## config.mk

```make
export PLATFORM = sky130hd
export DESIGN_NAME = multi_alarm_rtc
export DESIGN_NICKNAME = d
export VERILOG_FILES = /design/src/rtl/multi_alarm_rtc.sv
export SDC_FILE = /design/constraint.sdc
export NUM_CORES = 1
export LEC_CHECK = 0
export CAP_MARGIN = 40
export CORE_MARGIN = 3
export CORE_UTILIZATION = 68
export CTS_BUF_LIST = sky130_fd_sc_hd__clkbuf_16
export DETAILED_ROUTE_END_ITERATION = 10
export GPL_ROUTABILITY_DRIVEN = 0
export GPL_TIMING_DRIVEN = 0
export MAX_ROUTING_LAYER = met4
export PLACE_DENSITY = 0.88
export SYNTH_ARGS = -nofsm -noshare
export SYNTH_HDL_FRONTEND = slang
export SYNTH_SLANG_ARGS = --single-unit
```

## constraint.sdc

```tcl
create_clock -name sys_clk -period 9.5 [get_ports sys_clk]
set_clock_uncertainty 0.05 [all_clocks]
set_input_delay 0.95 -clock sys_clk [delete_from_list [all_inputs] [get_ports sys_clk]]
set_output_delay 0.95 -clock sys_clk [all_outputs]
set_load 0.05 [all_outputs]
```

## src/rtl/multi_alarm_rtc.sv

```systemverilog
// Real-time clock with N alarm channels, key-driven time/alarm editing and a timed ring output.
// Time advances on a 1 s prescaler tick that only runs in RUN; all editing happens in the SET states.
module multi_alarm_rtc #(
    parameter int CLK_FREQ = 12000000,
    parameter int N_ALARM  = 4,
    parameter int RING_SEC = 10,
    localparam int AW = (N_ALARM > 1) ? $clog2(N_ALARM) : 1
) (
    input  logic               sys_clk,
    input  logic               sys_rst,
    input  logic               key_mode,
    input  logic               key_up,
    input  logic               key_down,
    input  logic               set_alarm,
    input  logic [AW-1:0]      alm_sel,
    input  logic [N_ALARM-1:0] alm_en,
    input  logic               ring_stop,
    output logic [4:0]         hour,
    output logic [5:0]         min,
    output logic [5:0]         sec,
    output logic [1:0]         mode,
    output logic               tick_1s,
    output logic               ring,
    output logic [AW-1:0]      ring_ch
);
    // state | meaning
    // RUN   | clock running, only key_mode acts
    // SET_H | edit hour of the latched target
    // SET_M | edit minute of the latched target
    // SET_S | edit seconds (time target only)
    localparam logic [1:0] RUN   = 2'd0;
    localparam logic [1:0] SET_H = 2'd1;
    localparam logic [1:0] SET_M = 2'd2;
    localparam logic [1:0] SET_S = 2'd3;

    localparam int             PW        = (CLK_FREQ > 1) ? $clog2(CLK_FREQ) : 1;
    localparam logic [PW-1:0]  PRESC_MAX = PW'(CLK_FREQ - 1);

    logic [1:0]    mode_q, mode_d;
    logic [PW-1:0] presc_q, presc_d;
    logic [4:0]    hour_q, hour_d;
    logic [5:0]    min_q, min_d;
    logic [5:0]    sec_q, sec_d;
    logic          tgt_alarm_q, tgt_alarm_d;
    logic [AW-1:0] tgt_ch_q, tgt_ch_d;
    logic [4:0]    alm_hour_q [N_ALARM];
    logic [4:0]    alm_hour_d [N_ALARM];
    logic [5:0]    alm_min_q  [N_ALARM];
    logic [5:0]    alm_min_d  [N_ALARM];
    logic          ring_q, ring_d;
    logic [AW-1:0] ring_ch_q, ring_ch_d;
    logic [7:0]    ring_cnt_q, ring_cnt_d;

    logic          tick;
    logic [4:0]    nxt_h;
    logic [5:0]    nxt_m;
    logic [5:0]    nxt_s;
    logic          match;
    logic [AW-1:0] match_ch;

    function automatic logic [5:0] step_wrap(input logic [5:0] v, input logic [5:0] top,
                                             input logic up);
        logic [5:0] r;
        if (up) r = (v >= top) ? 6'd0 : v + 6'd1;
        else    r = (v == 6'd0 || v > top) ? top : v - 6'd1;
        return r;
    endfunction

    assign tick = (mode_q == RUN) && (presc_q == PRESC_MAX);

    always_comb begin
        mode_d      = mode_q;
        presc_d     = presc_q;
        tgt_alarm_d = tgt_alarm_q;
        tgt_ch_d    = tgt_ch_q;
        alm_hour_d  = alm_hour_q;
        alm_min_d   = alm_min_q;
        ring_d      = ring_q;
        ring_ch_d   = ring_ch_q;
        ring_cnt_d  = ring_cnt_q;
        match       = 1'b0;
        match_ch    = '0;

        nxt_h = hour_q;
        nxt_m = min_q;
        nxt_s = sec_q;
        if (tick) begin
            if (sec_q == 6'd59) begin
                nxt_s = 6'd0;
                if (min_q == 6'd59) begin
                    nxt_m = 6'd0;
                    nxt_h = (hour_q == 5'd23) ? 5'd0 : hour_q + 5'd1;
                end else begin
                    nxt_m = min_q + 6'd1;
                end
            end else begin
                nxt_s = sec_q + 6'd1;
            end
        end
        hour_d = nxt_h;
        min_d  = nxt_m;
        sec_d  = nxt_s;

        if (key_mode) begin
            case (mode_q)
                RUN: begin
                    mode_d      = SET_H;
                    tgt_alarm_d = set_alarm;
                    tgt_ch_d    = alm_sel;
                    if (!set_alarm) sec_d = 6'd0;
                end
                SET_H:   mode_d = SET_M;
                SET_M:   mode_d = tgt_alarm_q ? RUN : SET_S;
                default: mode_d = RUN;
            endcase
        end else if (key_up || key_down) begin
            case (mode_q)
                SET_H: begin
                    if (!tgt_alarm_q) hour_d = 5'(step_wrap({1'b0, hour_q}, 6'd23, key_up));
                    for (int k = 0; k < N_ALARM; k++)
                        if (tgt_alarm_q && tgt_ch_q == AW'(k))
                            alm_hour_d[k] = 5'(step_wrap({1'b0, alm_hour_q[k]}, 6'd23, key_up));
                end
                SET_M: begin
                    if (!tgt_alarm_q) min_d = step_wrap(min_q, 6'd59, key_up);
                    for (int k = 0; k < N_ALARM; k++)
                        if (tgt_alarm_q && tgt_ch_q == AW'(k))
                            alm_min_d[k] = step_wrap(alm_min_q[k], 6'd59, key_up);
                end
                SET_S: begin
                    if (!tgt_alarm_q) sec_d = step_wrap(sec_q, 6'd59, key_up);
                end
                default: ;
            endcase
        end

        // Held at zero through SET and on the return edge so the first tick is a full second away.
        if (mode_q != RUN || mode_d != RUN) presc_d = '0;
        else if (tick)                      presc_d = '0;
        else                                presc_d = presc_q + PW'(1);

        for (int k = N_ALARM - 1; k >= 0; k--) begin
            if (tick && alm_en[k] && nxt_s == 6'd0 &&
                nxt_h == alm_hour_q[k] && nxt_m == alm_min_q[k]) begin
                match    = 1'b1;
                match_ch = AW'(k);
            end
        end

        if (ring_stop) begin
            ring_d = 1'b0;
        end else if (ring_q) begin
            if (ring_cnt_q == 8'd0) ring_d = 1'b0;
            else if (tick)          ring_cnt_d = ring_cnt_q - 8'd1;
        end else if (match) begin
            ring_d     = 1'b1;
            ring_ch_d  = match_ch;
            ring_cnt_d = 8'(RING_SEC);
        end
    end

    always_ff @(posedge sys_clk) begin
        if (sys_rst) begin
            mode_q      <= RUN;
            presc_q     <= '0;
            hour_q      <= 5'd0;
            min_q       <= 6'd0;
            sec_q       <= 6'd0;
            tgt_alarm_q <= 1'b0;
            tgt_ch_q    <= '0;
            ring_q      <= 1'b0;
            ring_ch_q   <= '0;
            ring_cnt_q  <= 8'd0;
            for (int k = 0; k < N_ALARM; k++) begin
                alm_hour_q[k] <= 5'd0;
                alm_min_q[k]  <= 6'd5;
            end
        end else begin
            mode_q      <= mode_d;
            presc_q     <= presc_d;
            hour_q      <= hour_d;
            min_q       <= min_d;
            sec_q       <= sec_d;
            tgt_alarm_q <= tgt_alarm_d;
            tgt_ch_q    <= tgt_ch_d;
            ring_q      <= ring_d;
            ring_ch_q   <= ring_ch_d;
            ring_cnt_q  <= ring_cnt_d;
            alm_hour_q  <= alm_hour_d;
            alm_min_q   <= alm_min_d;
        end
    end

    assign hour    = hour_q;
    assign min     = min_q;
    assign sec     = sec_q;
    assign mode    = mode_q;
    assign tick_1s = tick;
    assign ring    = ring_q;
    assign ring_ch = ring_ch_q;

endmodule
```

# Yosys cells after proc, flatten, opt, wreduce, memory -nomap -nowiden
# Cells that the tools add are included.
# classes
add_sub_neg	25
magnitude_cmp	22
eq_ne	20
n_mux	74
bitwise_logic	3
reduce_logical	65
# op_table
op	count
$mux W6	33
$mux W5	23
$logic_not A6 Y1	7
$add A6 B1 Y6 const B	6
$ge A6 B6 Y1 const B	6
$gt A6 B6 Y1 const B	6
$reduce_and A4 Y1	9
$sub A6 B1 Y6 const B	6
$mux W8	4
$add A5 B1 Y5 const B	6
$ge A5 B5 Y1 const B	5
$gt A5 B5 Y1 const B	5
$logic_not A5 Y1	5
$sub A5 B1 Y5 const B	5
$add A24 B1 Y24 const B	1
$eq A24 B24 Y1 const B	1
$eq A6 B6 Y1	4
$logic_and A1 B1 Y1	21
$eq A5 B5 Y1	4
$logic_or A1 B1 Y1	13
$eq A6 B6 Y1 const B	2
$mux W2	6
$eq A2 B2 Y1 const B	4
$logic_not A8 Y1	1
other kinds (14)	26
# word_totals
reg_bits	101
output_inout_bits	23

# Logic depth before layout (Yosys ltp)
# logic_depth
depth_word	14
depth_mapped	12
depth_no_buf	11

# Worst setup path before layout
# OpenSTA, ideal clock, no wires.
# synth_timing
path_type	register to register
startpoint	reg sec_q[0] (netlist: sec[0])
endpoint	reg ring_ch_q[1] (netlist: ring_ch[1])
setup_ns	0.138
arrival_ns	3.531
slack_ns	5.781
path_stages_with_launch	12
cell_sequence	dfxtp_1 ha_1 clkbuf_1 and4_1 nand4_1 nor4_4 mux2_4 xnor2_1 or4_1 nor4_2 or2_2 a221oi_1
# synth_via
elab_chain_len	12
# synth_lines
item	line_no	source
start: declaration	43	logic [5:0] sec_q, sec_d;
start signal: assignment	168	sec_q <= 6'd0;
start signal: assignment	183	sec_q <= sec_d;
$add A6 B1 Y6 or $eq A6 B6 Y1 (tied branches)	97, 88	
$mux W6	88	if (sec_q == 6'd59) begin
$mux W6	87	if (tick) begin
$logic_not A6 Y1	143	if (tick && alm_en[k] && nxt_s == 6'd0 &&
$logic_and A1 B1 Y1 (2 in series)	143	
$logic_and A1 B1 Y1	144	nxt_h == alm_hour_q[k] && nxt_m == alm_min_q[k]) begin
$mux W1 (4 in series)	143	
$reduce_and A3 Y1 (no line)	-	
end signal: assignment	187	ring_ch_q <= ring_ch_d;
end: declaration	51	logic [AW-1:0] ring_ch_q, ring_ch_d;
# Several ways; a longest one is shown, not always the timed one.
# A chain may end at the register's enable or synchronous reset.

# Worst setup path after layout
# layout_timing
startpoint	reg sec_q[1] (netlist: sec[1])
endpoint	reg ring_cnt_q[6]
# layout_via
elab_chain_len	13
# layout_lines
item	line_no	source
$add A6 B1 Y6 or $eq A6 B6 Y1 (tied branches)	97, 88	
$mux W6	88	
$mux W6	87	
$logic_not A6 Y1	143	
$logic_and A1 B1 Y1 (2 in series)	143	
$logic_and A1 B1 Y1	144	
$mux W1 (3 in series)	143	
$mux W1 (*)	143	
$reduce_bool A2 Y1 (no line) (*)	-	
$reduce_and A4 Y1 (no line) (*)	-	
end signal: assignment	188	ring_cnt_q <= ring_cnt_d;
end: declaration	52	logic [7:0] ring_cnt_q, ring_cnt_d;
# Mark *: on every way between the ends. The rest lies on a longest branch, timed or not.

==> qor.log <==
qor: cts.postCtsSetupBuffers 0
qor: yosys.syn-cell-area 8791 µm²
qor: timing.grt_setup_unrepaired no
qor: pwr.power 0.0009343 W
qor: place.hpwlAfterDp 22,650 µm
qor: global_routing.grt_pass1_vias 9,286
qor: yosys.synth-main-ff-cell dfxtp_1
qor: yosys.synth_top_area_cell dfxtp_1
qor: cells_and_area.post_route_cells_drive_above_1_share 0.03707
qor: timing.worstMarginPinSlew 0.9950 ns
qor: worst_setup_path.timing.reg2reg.worst_path_depth 11
qor: place.io_buffer_count 33
qor: min_path.worstHoldPathCells 1
qor: global_routing.gr-usage-all-layers 0.4383
qor: timing.fin_crit 4.705 ns
qor: yosys.netlist-cell-type-count 74
qor: yosys.synth.avg_cell_area 6.922 µm²
qor: timing.hold_violations 0
qor: timing.timing.final.crit_share 0.4952
qor: global_routing.antenna_found_initial 0
qor: worst_setup_path.internal_reg_to_reg_setup_slack 4.80 ns
qor: die.floorplan.initialDensity 0.7140
qor: cells_and_area.fin_area 9643 µm²
qor: route.dr_total_vias 10,590
qor: timing.worst_hold_slack 0.4145 ns
qor: route.ant_nets 0
qor: worst_setup_path.reg2reg_from sec[1]$_SDFF_PP0_
qor: min_path.worstHoldStart presc_q[0]$_SDFF_PP0_
qor: cts.cts.sinks 101
qor: cts.path_clk_slew 0.07 ns
qor: cts.cts_htree_levels 3
qor: timing.final-max-slew-violation-count 0
qor: yosys.synth-seq-area-share 0.2300
qor: cts.clock_tree_root clkbuf_16
qor: worst_setup_path.worst_setup_path_start_kind register
qor: timing.maximum_clock_frequency 0.2126 GHz
qor: yosys.syn_inst 1,270
qor: route.drt_pre_antenna_iters 7
qor: route.drt_drc_violations_left 0
qor: cells_and_area.filler_cells 969
qor: pwr.power.ir.vdd_worst 0.1571 mV
qor: cts.tritoncts done
qor: route.drt-initial-drc-count 1,795
qor: worst_setup_path.critical_path_required 9.68 ns
qor: global_routing.grt_overflow 0
qor: yosys.synth-async-reset-ratio 0
qor: cts.clock_latency 0.36 ns
qor: pwr.power-per-cell-area 96.88 nW/µm²
qor: cells_and_area.final-seq-area 2022 µm²
qor: global_routing.grt_max_degree 17
qor: yosys.synth_warn 0
qor: die.fp.dieH 119.7 µm
qor: timing.max-slew-margin-rel 0.3305
qor: cells_and_area.final_nets 1,360
qor: yosys.yosys_register_bits 101
qor: worst_setup_path.source_of_the_critical_timing_path sec[1]$_SDFF_PP0_
qor: route.drt-wirelength-per-cell 20.87 µm
qor: cells_and_area.multi_input_area 6235 µm²
qor: die.rows 40
qor: route.route.final.wire_length 31,090 µm
qor: yosys.synthesis.nets 1,313
qor: job.timing.max_cap.violations 0
qor: worst_setup_path.path_class register to register
qor: cells_and_area.insertedDiodeCount 0
qor: cells_and_area.synthToLayoutAreaGrowth 9.693%
qor: die.coreArea 12,310 µm²
qor: worst_setup_path.critPathMaxFanout 10
qor: die.dieWidth 119.7 µm
qor: status.outcome finished, final reports clean
qor: pwr.power_leakage 3.317 nW
qor: yosys.synthMostInstantiatedCell nor2_1
qor: die.floorplan.die_area 14,330 µm²
qor: yosys.edff_count_synth 0
qor: worst_setup_path.arrival_worst_endpoint 4.88 ns
qor: place.post_detailed_placement_cell_area 9353 µm²
qor: yosys.synth_top_cells_by_area dfxtp_1 (23%), nor2_1 (7.1%), a21oi_1 (4.9%), o21ai_0 (4.9%), nand2_1 (4.5%)
qor: timing.setup_total_negative_slack 0 ns
qor: route.vias_per_cell 7.106
qor: cts.cts_repair_resize_count 0
qor: cts.cts.hold.buffers_added 0
qor: yosys.synth_top_cells_by_count nor2_1 (167), nand2_1 (106), dfxtp_1 (101), clkbuf_1 (87)
qor: cts.tritoncts.num_buffers 9
qor: min_path.hold_path.class register to register
qor: global_routing.grt_pass1_wl 48,940 µm
qor: die.ios 36
qor: cts.clock_tree.buffer_depth 2
qor: yosys.synth_top_cell_area_share 0.2300
qor: worst_setup_path.endpoint_kind register
qor: timing.finalSetupViolCount 0
-- metrics by stage --
stage / setup slack (ns) / instances / utilization
after detailed placement: 5.216 / 1474 / 0.7597
after global placement: 5.143 / 1471 / 0.7579
after CTS: 5.220 / 1490 / 0.7832
after global routing: 4.537 / 1490 / 0.7832
final: 4.795 / 1490 / 0.7832
after floorplan: 5.781 / 1270 / -
-- registers in the layout, indices dropped and copies added (netlist names) --
register,flops
alm_hour_q,20
alm_min_q,24
hour,5
min,6
mode,2
presc_q,24
ring,1
ring_ch,2
ring_cnt_q,8
sec,6
tgt_alarm_q,1
tgt_ch_q,2
-- kinds of logic (layout without fill, tap and decap cells) --
group | count (synthesis) | in the layout | synth area share
fa+ha+maj | 31 | 31 | 0.04384
compound gates | 330 | 330 | 0.2430
mux | 20 | 20 | 0.02576
flops | 101 | 101 | 0.2300
xor+xnor | 65 | 65 | 0.06476
buf+inv | 142 | 194 | 0.06077
simple gates | 581 | 581 | 0.3319
-- layout make-up --
type,count,area share
clock inverter,7,0.006747
clock buffer,9,0.02336
tap,168,0.02180
inverter,49,0.01907
multi-input combinational,1027,0.6466
buffer,93,0.03633
sequential,101,0.2097
timing repair buffer,36,0.03646
-- worst paths after layout --
path                                              endpoint
worst min register to register       presc_q[0]$_SDFF_PP0_
worst max-delay path            ring_cnt_q[6]$_SDFFE_PP0P_
worst min-delay path                 presc_q[0]$_SDFF_PP0_
worst max register to register  ring_cnt_q[6]$_SDFFE_PP0P_
-- power breakdown --
part	switching [W]	internal, W
Combinational	0.0000857	0.0000391
Sequential	0.00000709	0.000427
Clock	0.000172	0.000203
-- layout by cell type, fill, tap and decap left out, drive strengths merged, types with 8 or more instances in the layout --
master | Yosys | layout
a211oi | 20 | 20
clkdlybuf4s50 | 0 | 33
clkbuf | 88 | 97
or3 | 12 | 12
nor3 | 68 | 68
nand2b | 15 | 15
or4 | 8 | 8
and3 | 22 | 22
nor2 | 167 | 167
xnor2 | 35 | 35
dfxtp | 101 | 101
ha | 30 | 30
a21oi | 86 | 86
nor4 | 24 | 24
nand4 | 18 | 18
nor2b | 12 | 12
o21ai | 86 | 86
o22ai | 14 | 14
a31oi | 14 | 14
or2 | 15 | 15
a311oi | 12 | 12
nand3 | 62 | 62
inv | 48 | 49
and2 | 10 | 10
mux2i | 15 | 15
nand3b | 12 | 12
nand2 | 106 | 106
xor2 | 30 | 30
-- layer usage --
| metal | GRT usage | wire [µm] | up-vias |
|---|---|---|---|
| li1 | - | - | 4704 |
| met1 | 0.5539 | 11370 | 4761 |
| met2 | 0.6151 | 12890 | 911 |
| met3 | 0.1164 | 4532 | 212 |
| met4 | 0.2863 | 2299 | 0 |
| met5 | - | 0 | - |
-- critical path: stages (launching register included) --
cell,delay [ns]
dfxtp_1,0.50
ha_1,0.23
clkbuf_1,0.34
and4_1,0.32
nand2_1,0.14
nor4_1,0.78
mux2i_1,0.81
xnor2_1,0.21
nor4_1,0.31
nand4_1,0.23
a41oi_1,0.54
nor3_1,0.10
Power figures use the tool's default switching activity.
